**src/rtl/imem_arb_pkg.sv**
```systemverilog
// Shared definitions for the instruction-ROM upgrade arbiter.
// Contents:
//   ADDR_W_DEF / DATA_W_DEF / RELEASE_CYC_DEF : default widths and hold length
//   arb_state_e                              : arbiter FSM state encoding
package imem_arb_pkg;
  localparam int ADDR_W_DEF      = 14;
  localparam int DATA_W_DEF      = 32;
  localparam int RELEASE_CYC_DEF = 4;

  typedef enum logic [1:0] {
    RUN     = 2'd0,
    UPG     = 2'd1,
    RELEASE = 2'd2
  } arb_state_e;
endpackage

```
**src/rtl/imem_upg_arbiter_hold_timer.sv**
```systemverilog
// hold_timer: countdown that measures how long the CPU is kept in reset
// after an upgrade session.
// Ports:
//   clk, rstn : clock, asynchronous active-low reset (reset loads the counter)
//   load      : reload the counter to CYC-1 (has priority over tick)
//   tick      : count down by one this cycle
//   done      : high during the last ticking cycle (CYC-th tick since load)
module hold_timer #(
  parameter int CYC = 4
) (
  input  logic clk,
  input  logic rstn,
  input  logic load,
  input  logic tick,
  output logic done
);
  localparam int W = (CYC > 1) ? $clog2(CYC) : 1;
  localparam logic [W-1:0] TOP = W'(CYC - 1);

  logic [W-1:0] cnt;

  always_ff @(posedge clk or negedge rstn) begin
    if (!rstn) begin
      cnt <= TOP;
    end else if (load) begin
      cnt <= TOP;
    end else if (tick && (cnt != '0)) begin
      cnt <= cnt - 1'b1;
    end
  end

  assign done = tick && (cnt == '0);
endmodule

```
**src/rtl/imem_upg_arbiter.sv**
```systemverilog
// imem_upg_arbiter: arbitrates the instruction ROM between the CPU fetch
// path and a UART upgrader, holding the CPU in reset while the ROM is being
// rewritten and for RELEASE_CYC cycles afterwards.
// Optional feature: define IMEM_ARB_CHECKSUM_EN to add upg_csum, the XOR of
// all words written in the current upgrade session.
// Ports:
//   clk, rstn              : clock, asynchronous active-low reset
//   fetch_req, fetch_addr  : CPU instruction fetch
//   upg_rst_i (low = own), upg_wen_i, upg_adr_i, upg_dat_i, upg_done_i : upgrader
//   rom_addr, rom_din, rom_we : ROM port (combinational from the state)
//   inst_valid             : ROM read data valid (fetch_req delayed one cycle)
//   cpu_rstn               : active-low CPU hold
//   upg_busy               : upgrade (or post-upgrade hold) in progress
//   wr_count               : words written this session, saturating at 2^ADDR_W
//   dbg_state              : current FSM state
//   upg_csum               : session checksum (IMEM_ARB_CHECKSUM_EN only)
// Handshake: fetch_req is a per-cycle request with no back-pressure; the
// ROM answers one cycle later, flagged by inst_valid. A write happens in
// every UPG cycle where upg_wen_i is high.
module imem_upg_arbiter
  import imem_arb_pkg::*;
#(
  parameter int ADDR_W      = ADDR_W_DEF,
  parameter int DATA_W      = DATA_W_DEF,
  parameter int RELEASE_CYC = RELEASE_CYC_DEF
) (
  input  logic              clk,
  input  logic              rstn,
  input  logic              fetch_req,
  input  logic [ADDR_W-1:0] fetch_addr,
  input  logic              upg_rst_i,
  input  logic              upg_wen_i,
  input  logic [ADDR_W-1:0] upg_adr_i,
  input  logic [DATA_W-1:0] upg_dat_i,
  input  logic              upg_done_i,
  output logic [ADDR_W-1:0] rom_addr,
  output logic [DATA_W-1:0] rom_din,
  output logic              rom_we,
  output logic              inst_valid,
  output logic              cpu_rstn,
  output logic              upg_busy,
  output arb_state_e        dbg_state,
  output logic [ADDR_W:0]   wr_count
`ifdef IMEM_ARB_CHECKSUM_EN
  ,
  output logic [DATA_W-1:0] upg_csum
`endif
);
  localparam logic [ADDR_W:0] WC_MAX = {1'b1, {ADDR_W{1'b0}}};

  arb_state_e state, next_state;
  logic       upg_req;
  logic       hold_done;
  logic       session_start;
  logic       write_now;

  assign upg_req       = !upg_rst_i && !upg_done_i;
  assign session_start = (state == RUN) && (next_state == UPG);
  assign write_now     = (state == UPG) && upg_wen_i;
  assign dbg_state     = state;

  hold_timer #(.CYC(RELEASE_CYC)) u_hold (
    .clk  (clk),
    .rstn (rstn),
    .load (state != RELEASE),
    .tick (state == RELEASE),
    .done (hold_done)
  );

  always_ff @(posedge clk or negedge rstn) begin
    if (!rstn) state <= RELEASE;
    else       state <= next_state;
  end

  // A fresh upgrade request during the hold wins over the hold expiring.
  always_comb begin
    next_state = state;
    case (state)
      RUN:     if (upg_req) next_state = UPG;
      UPG:     if (upg_done_i || upg_rst_i) next_state = RELEASE;
      RELEASE: begin
        if (upg_req)        next_state = UPG;
        else if (hold_done) next_state = RUN;
      end
      default: next_state = RELEASE;
    endcase
  end

  always_comb begin
    rom_addr = fetch_addr;
    rom_din  = '0;
    rom_we   = 1'b0;
    if (state == UPG) begin
      rom_addr = upg_adr_i;
      rom_din  = upg_dat_i;
      rom_we   = upg_wen_i;
    end
  end

  // Outputs are registered from next_state so they line up with the state
  // they describe. inst_valid is dropped on the edge leaving RUN.
  always_ff @(posedge clk or negedge rstn) begin
    if (!rstn) begin
      cpu_rstn   <= 1'b0;
      upg_busy   <= 1'b1;
      inst_valid <= 1'b0;
      wr_count   <= '0;
    end else begin
      cpu_rstn   <= (next_state == RUN);
      upg_busy   <= (next_state != RUN);
      inst_valid <= (state == RUN) && (next_state == RUN) && fetch_req;
      if (session_start)
        wr_count <= '0;
      else if (write_now && (wr_count != WC_MAX))
        wr_count <= wr_count + 1'b1;
    end
  end

`ifdef IMEM_ARB_CHECKSUM_EN
  always_ff @(posedge clk or negedge rstn) begin
    if (!rstn)              upg_csum <= '0;
    else if (session_start) upg_csum <= '0;
    else if (write_now)     upg_csum <= upg_csum ^ upg_dat_i;
  end
`endif
endmodule

```
**config.mk**
```make
export PLATFORM = sky130hd
export DESIGN_NAME = imem_upg_arbiter
export DESIGN_NICKNAME = d
export VERILOG_FILES = /design/src/rtl/imem_arb_pkg.sv /design/src/rtl/imem_upg_arbiter_hold_timer.sv /design/src/rtl/imem_upg_arbiter.sv
export SDC_FILE = /design/constraint.sdc
export NUM_CORES = 1
export LEC_CHECK = 0
export CELL_PAD_IN_SITES_DETAIL_PLACEMENT = 0
export CELL_PAD_IN_SITES_GLOBAL_PLACEMENT = 1
export CORE_ASPECT_RATIO = 2
export CORE_MARGIN = 5
export CORE_UTILIZATION = 23
export CTS_CLUSTER_DIAMETER = 200
export DETAILED_ROUTE_END_ITERATION = 10
export PLACE_DENSITY = 0.85
export SETUP_SLACK_MARGIN = 0.15
export SLEW_MARGIN = 30
export SYNTH_ARGS = -nofsm -noshare
export SYNTH_HDL_FRONTEND = slang
export SYNTH_SLANG_ARGS = --single-unit
```
**constraint.sdc**
```tcl
create_clock -name clk -period 3.11 [get_ports clk]
set_input_delay 0.311 -clock clk [delete_from_list [all_inputs] [get_ports clk]]
set_output_delay 0.311 -clock clk [all_outputs]
set_load 0.01 [all_outputs]
```
==> flow_metrics.tcl, run 1 <==
set metrics [dict create \
    critPathKind "register to output port" \
    first_iter_violations 33 \
    drive_above_1_share_pct 6.849 \
    period_minus_slack_ps 2494 \
    clk_latency_ps 250 \
    crit_path_cell_trace "and2b_1 > buf_4 > mux2_2 > clkdlybuf4s50_1" \
    grt_pass1_wl_um 9673 \
    final_common_cell "clkdlybuf4s50_1" \
    cts_tree "built" \
    track_usage_pct 14.99 \
    timing.rr.start "dbg_state[0]" \
    postCtsSetupRepairBufs 0 \
    cts_hold_buf 0 \
    overflow 0 \
    drt_wl_total_um 6499 \
    cts_buffer_depth 2 \
    hold_class "primary input to async pin" \
    final_cell_mix "clkdlybuf4s50_1 (131), and2_1 (32), dfrtp_1 (18)" \
    cts_max_level 1 \
    max_cap_viol_count 0 \
    antenna_cells 0 \
    hold_viol 0 \
    io_buffers 132 \
    cts_root_buf "clkbuf_16" \
    required_ps 2800 \
    holdWs_ps 25.17 \
    die_y_um 124.5 \
    multi_input_area_um2 879.6 \
    status "finished clean" \
    syn2layout_area_growth_pct 99.83 \
    wl_per_cell_um 17.19 \
    synth.avg_cell_area_um2 9.365 \
    crit_path_top_delay_cell "dfrtp_1" \
    cts_resized 0 \
    syn-num-nets 230 \
    synth_area_um2 1508 \
    fin_tns_setup_ps 0 \
    postRouteAntennaNets 0 \
    gp_congestion 0.8572 \
    register_area_um2 555.5 \
    period_share_pct 80.19 \
    ir_drop_mv 0.4271 \
    num_vias 1715 \
    rsz0062_at_grt "no" \
    grt_max_degree 47 \
    yosys_warnings 0 \
    endpoint_kind "output port" \
    fmax_mhz 401.0 \
    num-fill-cells 650 \
    initial_utilization_pct 23.70 \
    crit_fanout 46 \
    ys_ff_latch 22 \
    setup_viol_count_final 0 \
    dieArea_um2 8373 \
    finalClockSkew_ps 2.178 \
    pin_count 133 \
    slowest_delay_ps 530 \
    antenna_found_initial 0 \
    drc 0 \
    vias_per_cell 4.537 \
    hpwl_um 5628 \
    syn_inst 161 \
    crit_path_start_kind "register" \
    numCtsBuffers 3 \
    synth_seq_area_share_pct 36.85 \
    leakage_nw 1.253 \
    worstMarginPinSlew_ps 544.9 \
    power_density_nw_per_um2 340.5 \
    yosysUniqueCellTypes 35 \
    rr_worst_depth 4 \
    clk_pin_slew_worst_paths_ps 60 \
    maxSlewViolCount 0 \
    rrSetupSlack_ps 1430 \
    crit_arrival_ps 2180 \
    r2r_end "wr_count[13]" \
    relSlewSlack_pct 63.34 \
    firstDrtPassIters 4 \
    core_um2 6361 \
    first_global_vias 1793 \
    row_count 41 \
    die_w_um 67.25 \
    cts.sinks 22 \
    fin_nets 362 \
    crit_path_start "dbg_state[0]" \
]
## metal layers
metal	up-vias	track usage (%)	part of all wire [%]
li1	815	-	-
met4	0	2.153	0.52
met2	120	27.96	49
met3	2	8.394	18
met1	778	13.76	32
met5	-	0	0
## critical path: cells and delay by family, from the launching register on
family	cells	cell delay [ps]
flip-flops	1	530
multiplexers	1	390
AND/OR/NAND/NOR	1	170
buffers and inverters	2	830
## power breakdown
part	internal [W]	switching [W]
sequential	0.000314	0.0000243
clock	0.000255	0.000106
combinational	0.000206	0.000121
total	0.000775	0.000251
## state kept, by name (all words and copies together) (netlist names)
register    flops
cpu_rstn        1
wr_count       15
dbg_state       2
inst_valid      1
upg_busy        1
u_hold.cnt      2
## cell families (layout without fill, tap and decap cells)
logic type | count (synthesis) | count (layout) | share of synthesized area [%]
adder cells (fa/ha/maj) | 3 | 3 | 2.490
AO/OA/AOI/OAI | 11 | 11 | 4.399
AND/OR/NAND/NOR | 82 | 82 | 33.03
XOR/XNOR | 8 | 8 | 4.647
buffers and inverters | 16 | 147 | 4.813
flip-flops | 22 | 22 | 36.85
multiplexers | 19 | 19 | 13.78
## through the flow
step | worst slack [ps] | total power [W] | std cells | instance area (um2) | utilization [%]
final | 616.0 | 0.001026 | 378 | 3013 | 47.36
after detailed placement | 867.1 | 0.0006747 | 374 | 2908 | 45.71
after floorplan | 1367 | 0.0004616 | 161 | 1508 | -
after CTS | 586.1 | 0.001034 | 378 | 3013 | 47.36
after global routing | 488.8 | 0.001072 | 378 | 3013 | 47.36
after global placement | 931.3 | 0.0006687 | 374 | 2913 | 45.79
## worst max path at each step
stage	end	slack, ps
CTS	rom_addr[3]	590
global placement	rom_addr[2]	930
finish	rom_addr[3]	620
global route	rom_addr[0]	490
detailed placement	rom_addr[3]	870
floorplan	rom_addr[10]	1370
## cells in the mapped netlist, drive strengths merged
| cell type | count | area share, % |
|---|---|---|
| a211oi | 1 | 0.50 |
| a21oi | 4 | 1.3 |
| a31oi | 1 | 0.42 |
| a41o | 1 | 0.66 |
| and2 | 32 | 13 |
| and2b | 1 | 0.50 |
| and3 | 2 | 0.83 |
| and4 | 1 | 0.58 |
| buf | 3 | 1.6 |
| clkbuf | 4 | 1.0 |
| dfrtp | 18 | 30 |
| dfstp | 4 | 7.0 |
| ha | 3 | 2.5 |
| inv | 9 | 2.2 |
| mux2 | 14 | 10 |
| mux2i | 5 | 3.3 |
| nand2 | 9 | 2.2 |
| nand2b | 1 | 0.42 |
| nand3 | 8 | 2.7 |
| nand3b | 1 | 1.3 |
| nand4 | 4 | 1.7 |
| nor2 | 10 | 2.5 |
| nor2b | 1 | 0.42 |
| nor3 | 2 | 0.66 |
| nor4 | 6 | 3.5 |
| nor4b | 3 | 1.7 |
| o21a | 1 | 0.50 |
| o21ai | 3 | 1.0 |
| or4 | 1 | 0.75 |
| xnor2 | 5 | 2.9 |
| xor2 | 3 | 1.7 |
## layout make-up
type	instances	share of cell area, %
sequential	22	18.44
tap	86	3.571
multi-input combinational	123	29.19
inverter	9	1.121
clock buffer	3	2.492
clock inverter	1	0.9967
timing repair buffer	134	44.19
(Power assumes the default switching activity.)
==> inputs of run 2 (changes only) <==
--- a/config.mk
+++ b/config.mk
@@ -9,10 +9,10 @@
 export CELL_PAD_IN_SITES_GLOBAL_PLACEMENT = 1
 export CORE_ASPECT_RATIO = 2
 export CORE_MARGIN = 5
-export CORE_UTILIZATION = 23
+export CORE_UTILIZATION = 21
 export CTS_CLUSTER_DIAMETER = 200
 export DETAILED_ROUTE_END_ITERATION = 10
-export PLACE_DENSITY = 0.85
+export PLACE_DENSITY = 0.78
 export SETUP_SLACK_MARGIN = 0.15
 export SLEW_MARGIN = 30
 export SYNTH_ARGS = -nofsm -noshare
==> constraint.sdc (replaced) <==
create_clock -name clk -period 2.3 [get_ports clk]
set_input_delay 0.23 -clock clk [delete_from_list [all_inputs] [get_ports clk]]
set_output_delay 0.23 -clock clk [all_outputs]
set_load 0.01 [all_outputs]
==> run 2 against run 1 <==
Die area rose by 8.4%. Global-route usage fell by 1.9 points. Clock power rose by 12%. Count of clock-buffer cells in the layout rose by 1. Cell area rose by 0.62%. Sequential power rose by 33%. Combinational power rose by 36%. First-iteration DRC count did not move. Total power rose by 27%. Final cell count rose by 2.1%. Critical path type unchanged. Routed wire length fell by 5.8%. Core utilization fell by 4.0 points.
==> flow_metrics.tcl, run 2 (synthesized netlist as in run 1, its figures left out) <==
set metrics [dict create \
    rr_worst_depth 5 \
    finalPower_w 0.001298 \
    regMostFlops "wr_count" \
    numCtsBuffers 3 \
    wl_per_cell_um 15.85 \
    pin_count 133 \
    use_met3_pct 5.860 \
    leakage_nw 1.288 \
    grt_pass1_wl_um 9301 \
    grtUsageMet2_pct 23.54 \
    grt_max_degree 47 \
    required_ps 2070 \
    drc 0 \
    firstDrtPassIters 4 \
    track_usage_pct 13.11 \
    cts_tree "built" \
    drt_wl_total_um 6119 \
    die_w_um 69.92 \
    crit_fanout 46 \
    first_iter_violations 33 \
    max_cap_viol_count 0 \
    period_minus_slack_ps 2065 \
    cts.sinks 22 \
    fin_nets 366 \
    hpwl_um 5246 \
    num-fill-cells 696 \
    power_density_nw_per_um2 428.2 \
    relSlewSlack_pct 58.84 \
    postRouteAntennaNets 0 \
    cts_hold_buf 0 \
    cts_max_level 1 \
    multi_input_area_um2 879.6 \
    cts_root_buf "clkbuf_16" \
    hold_class "primary input to async pin" \
    final_cell_mix "clkdlybuf4s50_1 (118), and2_1 (32), dfrtp_1 (18)" \
    clk_latency_ps 250 \
    final_util_pct 43.35 \
    crit_arrival_ps 1840 \
    core_um2 6994 \
    ir_drop_mv 0.3304 \
    setup_viol_count_final 0 \
    initial_utilization_pct 21.56 \
    grtUsageMet1_pct 13.04 \
    rrSetupSlack_ps 550 \
    antenna_found_initial 0 \
    num_vias 1721 \
    crit_path_start "dbg_state[1]" \
    syn2layout_area_growth_pct 101.1 \
    first_global_vias 1788 \
    clk_pin_slew_worst_paths_ps 60 \
    crit_path_start_kind "register" \
    r2r_end "wr_count[11]" \
    critPathKind "register to output port" \
    overflow 0 \
    die_y_um 129.8 \
    worstMarginPinSlew_ps 611.8 \
    vias_per_cell 4.459 \
    maxSlewViolCount 0 \
    antenna_cells 0 \
    hold_viol 0 \
    register_area_um2 555.5 \
    rsz0062_at_grt "no" \
    top_usage_layer "met2" \
    gp_congestion 0.9810 \
    fin_tns_setup_ps 0 \
    period_share_pct 89.80 \
    timing.rr.start "dbg_state[1]" \
    row_count 43 \
    status "finished clean" \
    fmax_mhz 484.2 \
    final_common_cell "clkdlybuf4s50_1" \
    dieArea_um2 9077 \
    finalClockSkew_ps 2.045 \
    endpoint_kind "output port" \
    cp-endpoint "rom_din[14]" \
    largest_reg_flops 15 \
    drive_above_1_share_pct 7.770 \
    cts_buffer_depth 2 \
    io_buffers 132 \
]
-- run 2: changes by cell type in the layout (fill, tap and decap cells not counted), sizes merged --
| cell | change |
|---|---|
| clkbuf | +1 |
| dlygate4sd2 | +14 |
| clkdlybuf4s50 | -13 |
| bufinv | -1 |
| buf | +3 |
-- run 2: power by group --
group | switching, W | internal (W) | leakage, nW
Clock | 0.000140 | 0.000266 | 0.0442
Combinational | 0.000169 | 0.000276 | 0.955
Sequential | 0.0000242 | 0.000424 | 0.290
-- run 2: per-stage QoR --
stage	cell area (um2)	worst slack [ps]	std cells	hold WS, ps
floorplan	1508	637.9	161	-65.59
global placement	2948	309.9	382	555.4
detailed placement	2948	281.6	382	548.0
CTS	3032	220.1	386	316.8
global route	3032	181.3	386	332.8
finish	3032	234.6	386	301.2
-- run 2: worst min-delay path by stage --
stage,startpoint,end,slack [ps],cells after the start
floorplan,rstn,cpu_rstn,-70,0
global route,rstn,wr_count[8],330,1
detailed placement,wr_count[14],wr_count[14],550,1
finish,rstn,wr_count[8],300,1
CTS,rstn,wr_count[8],320,1
global placement,wr_count[13],wr_count[13],560,1
-- run 2: layout make-up --
type                            instances  area share, %
Multi-Input combinational cell        123          29.01
Sequential cell                        22          18.32
Timing Repair Buffer                  138          44.90
Tap cell                               90          3.714
Inverter                                9          1.114
Clock buffer                            4          2.930
-- run 2: metal layers --
layer / vias up / wire length (um)
li1: 821 / -
met1: 758 / 2141
met2: 129 / 2973
met3: 13 / 792
met4: 0 / 212
met5: - / 0
-- run 2: worst max-delay path, cell delays in order (launching register included) --
cell and delay (ps):
dfstp_2 530, and2b_1 200, buf_12 180, and2_1 160
clkdlybuf4s50_1 500
-- run 2: what timing repair did --
item	CTS	global route
buffers inserted	0	0
setup endpoints to repair	20	0
gates resized for setup	17	0
